==> src/rtl/registers_unit.sv <==
// -----------------------------------------------------------------------------
// registers_unit
//   RV32I integer register file for the decode stage of the single-cycle core.
//   It holds 32 x 32-bit architectural registers (x0..x31) and has:
//     - two combinational read ports (rs1, rs2), which feed the ALU operands;
//     - one synchronous write port (rd), which takes data from the WB mux.
//   x0 is not stored. Its read path is the constant zero.
//
// Parameters
//   XLEN   data width of each register and of DataWr/o_rs1/o_rs2
//   NREGS  number of architectural registers
//   AW     register address width; must equal clog2(NREGS)
//
// Ports
//   Clk     in   1     single clock; all state updates happen on the rising edge
//   Rst     in   1     synchronous active-high reset; clears every register
//   rs1     in   AW    read address, port 1
//   rs2     in   AW    read address, port 2
//   rd      in   AW    write address
//   DataWr  in   XLEN  write data
//   RUWr    in   1     write enable, active high
//   o_rs1   out  XLEN  contents of register rs1 (combinational)
//   o_rs2   out  XLEN  contents of register rs2 (combinational)
//
// Notes
//   - There is no read-during-write bypass. A read of the register being
//     written returns the old value until the edge. Any forwarding is done
//     outside this block.
//   - The read ports are intentionally combinational so that operands have
//     zero-cycle latency from an address change.
// -----------------------------------------------------------------------------
module registers_unit #(
    parameter int XLEN  = 32,
    parameter int NREGS = 32,
    parameter int AW    = 5
) (
    input  logic            Clk,
    input  logic            Rst,
    input  logic [AW-1:0]   rs1,
    input  logic [AW-1:0]   rs2,
    input  logic [AW-1:0]   rd,
    input  logic [XLEN-1:0] DataWr,
    input  logic            RUWr,
    output logic [XLEN-1:0] o_rs1,
    output logic [XLEN-1:0] o_rs2
);

    // Only x1..x(NREGS-1) are real flops. x0 has no storage, so its read
    // can never leak an X or a stale value.
    logic [XLEN-1:0] regs_r [NREGS-1:1];

    // A write takes effect only for a non-zero destination.
    logic            wr_en_s;

    // Qualify the write enable. A write to x0 is dropped.
    always_comb begin
        wr_en_s = 1'b0;
        if (RUWr && (rd != {AW{1'b0}})) begin
            wr_en_s = 1'b1;
        end else begin
            wr_en_s = 1'b0;
        end
    end

    // Register storage. Reset takes priority over a write in the same cycle.
    always_ff @(posedge Clk) begin
        if (Rst) begin
            for (int i = 1; i < NREGS; i++) begin
                regs_r[i] <= {XLEN{1'b0}};
            end
        end else if (wr_en_s) begin
            regs_r[rd] <= DataWr;
        end
    end

    // Read port 1. Address 0 decodes to the constant zero.
    always_comb begin
        o_rs1 = {XLEN{1'b0}};
        if (rs1 == {AW{1'b0}}) begin
            o_rs1 = {XLEN{1'b0}};
        end else begin
            o_rs1 = regs_r[rs1];
        end
    end

    // Read port 2. Address 0 decodes to the constant zero.
    always_comb begin
        o_rs2 = {XLEN{1'b0}};
        if (rs2 == {AW{1'b0}}) begin
            o_rs2 = {XLEN{1'b0}};
        end else begin
            o_rs2 = regs_r[rs2];
        end
    end

endmodule

==> config.mk <==
export PLATFORM = sky130hd
export DESIGN_NAME = registers_unit
export DESIGN_NICKNAME = d
export VERILOG_FILES = /design/src/rtl/registers_unit.sv
export SDC_FILE = /design/constraint.sdc
export NUM_CORES = 2
export LEC_CHECK = 0
export CORE_MARGIN = 4
export CORE_UTILIZATION = 44
export DETAILED_ROUTE_END_ITERATION = 8
export PLACE_DENSITY = 0.63
export SYNTH_ARGS = -nofsm -noshare
export SYNTH_HDL_FRONTEND = slang
export SYNTH_SLANG_ARGS = --single-unit
==> constraint.sdc <==
create_clock -name Clk -period 4.6 [get_ports Clk]
set_input_delay 1.15 -clock Clk [delete_from_list [all_inputs] [get_ports Clk]]
set_output_delay 1.15 -clock Clk [all_outputs]
set_load 0.005 [all_outputs]
==> results.txt <==
run status - finished with violations
failing checks - negative setup slack
Starting Density - 44.43%
mux share of post-synthesis cell area - 23.00%
mapped cell area - 0.05423 mm²
residual overflow from global routing - 0
DRC viols - 0
Worst Tran Pin Value - 1275 ps
ANT nets after route - 0
area grow syn2layout - 22.32%
pin count of the biggest net entering global routing - 38
post-synthesis xor/xnor area fraction - 0%
Final Critical Period - 4605 ps
Layout Cells excl Fill - 5570
routed vias - 35.61k
GR Util All Layers - 28.59%
final instance area - 0.06633 mm²
DP Area - 0.05977 mm²
row count - 128
Final Hold Viols - 0
Leak - 23.36 nW
CTS tree - yes
critical path's most frequent cell - buf_12
gpl congestion - 0.8841
DP Cell Count - 5277
initial antenna violation count - 11
Post-synth top cells - edfxtp_1 (1024), and2_1 (995), mux4_2 (472), clkbuf_1 (264), mux2i_1 (150)
worst-path fanout max - 8
Top FF cell, synth - edfxtp_1
first-pass GRT wire length - 265.5 mm
Initial DRT Pass Iterations - 6
largest reg by FF count - regs_r
f_max - 217.2 MHz
critical path startpoint category - primary input
Num CTS Buffers - 109
final setup fails - 1
CP Capture Type - output pin
Synth Area in Compound Gates - 3.653%
Avg Vias per Cell - 6.393
Starting DRT DRC Count - 4726
Slew headroom - 15.03%
vias in the first global route - 36.08k
number of flip-flops in the largest register - 1024
CTS H-tree lvls - 3
Die X - 359.1 µm
synth top area cells - edfxtp_1 (57%), mux4_2 (20%), and2_1 (11%)
worst setup margin - -5.004 ps
max incr delay on CP - 540 ps
detailed-route wire length per cell - 33.74 µm
Cell Chain, Critical Path - buf_16 -> buf_12 -> buf_16 -> buf_12 -> buf_12 -> buf_12 -> buf_4 -> mux4_2 -> a2111oi_4 -> nor3_2 -> buf_2
count leader, synth - edfxtp_1
clock sinks - 1024
CTS root buffer - clkbuf_16
Hold Slack - 1305 ps
Hold Crit Class - in2reg
Ys Warns - 0
CTS clk-pin slew, worst paths - 60 ps
Die Height - 359.1 µm
Critical Path RT - 3450 ps
unrepaired setup endpoints after global routing - yes
Max Root-Sink Buffers - 3
Max-Cap Viols - 0
max-slew violations - 0
FILL cells - 9681
Seq cells post-synth - 1024
port bufs - 113
Setup Crit Path Kind - in2out
Synth Area in Adders - 0%
Regs by FF count - regs_r: 1024 flops
Pwr Density - 350.6 mW/mm²
Detailed Route WL - 187.9 mm
number of synthesized flops with an enable pin - 1024
top-area cell type share of the netlist area - 56.71%
post-synthesis sequential area ratio - 56.71%
Cells after Synth - 3500
Slowest cell on crit path - mux4_2
peak supply drop - 0.0003051 V
area leader, netlist - edfxtp_1
layout cells sized above 1 - 35.21%
largest family of logic cells by synthesized area - multiplexers
Net count, final - 3900
worst slack at placement - -880.6 ps
Critical Path AT - 3460 ps
Tcrit/Tclk final - 100.1%
Post-Syn Area per Cell - 15.49 µm²
crit path launch - rs1[0]
Core ar. - 0.1220 mm²
Setup crit end - o_rs1[10]
IO Count - 114
share of flip-flops with an asynchronous set or reset - 0%
Distinct cells, synth - 43
Simple-Gate Fraction of Synth Area - 13.33%
hold buffers post-CTS - 0
Design Power - 23.26 mW
HPWL after DPL - 117.1 mm
die area - 0.1289 mm²
==> how the worst min path moves through the flow <==
stage	to	slack, ps	cells after the start	start
after CTS	regs_r[0][7]	1270	2	DataWr[7]
final	regs_r[0][7]	1310	2	DataWr[7]
after detailed placement	regs_r[0][7]	2020	2	DataWr[7]
after floorplan	regs_r[0][0]	1250	0	DataWr[0]
after global routing	regs_r[0][7]	1310	2	DataWr[7]
after global placement	regs_r[0][8]	2030	2	DataWr[8]
==> cell type report <==
type                       instances  area [µm²]  area share, %
sequential                      1024       30750          46.36
timing repair buffer             592        6470          9.754
inverter                           2       7.507        0.01132
clock inverter                    62       531.8         0.8017
tap                             1625        2033          3.065
clock buffer                     138        2900          4.372
multi-input combinational       2121       23620          35.62
antenna                            6       15.01        0.02264
==> layout by cell type (no fill, tap or decap), types with 21 or more instances in the layout <==
cell,n
buf_16,25
dlygate4sd2_1,38
mux2i_1,146
conb_1,32
buf_4,338
a2111oi_4,42
clkbuf_1,26
or2_2,31
o22ai_1,68
a22o_1,31
clkdlybuf4s50_1,48
buf_12,82
edfxtp_1,1024
nor3_1,27
and2_1,993
mux4_2,472
clkbuf_16,114
mux2_2,29
clkinv_1,26
clkinv_2,21
buf_6,35
o22ai_2,26
==> power breakdown <==
part	switching [mW]	internal, mW
Combinational	1.82	1.67
Clock	3.76	4.94
Sequential	0.278	10.8
==> worst max-delay path, delay by kind of cell <==
| family | cells | cell delay (ps) |
|---|---|---|
| buffers and inverters | 8 | 1090 |
| and+or+nand+nor | 1 | 150 |
| muxes | 1 | 540 |
| AOI/OAI and AO/OA | 1 | 500 |
==> what timing repair did <==
item	4_1_cts	5_1_grt
buffers inserted	54	26
pin swaps	85	25
resized for setup	373	46
gates cloned	14	2
setup endpoints to repair	62	26
==> metal layers <==
metal	global-route usage, %	part of all wire (%)	up-vias
li1	-	-	14297
met1	39.10	38	18522
met2	44.63	47	2359
met3	6.210	10	418
met4	11.99	4.6	12
met5	0	0.041	-
==> stage by stage <==
stage               setup TNS [ps]  utilization, %
floorplan                        0               -
global placement            -21570           48.97
detailed placement          -21360           48.97
CTS                         -292.1           53.98
global route                -49.26           54.34
finish                      -5.004           54.35
==> cell families (layout without fill, tap and decap cells) <==
group | count (synthesis) | in the layout
flip-flops | 1024 | 1024
multiplexers | 652 | 652
other | 1 | 38
AND/OR/NAND/NOR | 1178 | 1178
AO/OA/AOI/OAI | 259 | 259
buffers and inverters | 386 | 794
Note: power is estimated with default switching activity, not from simulation.
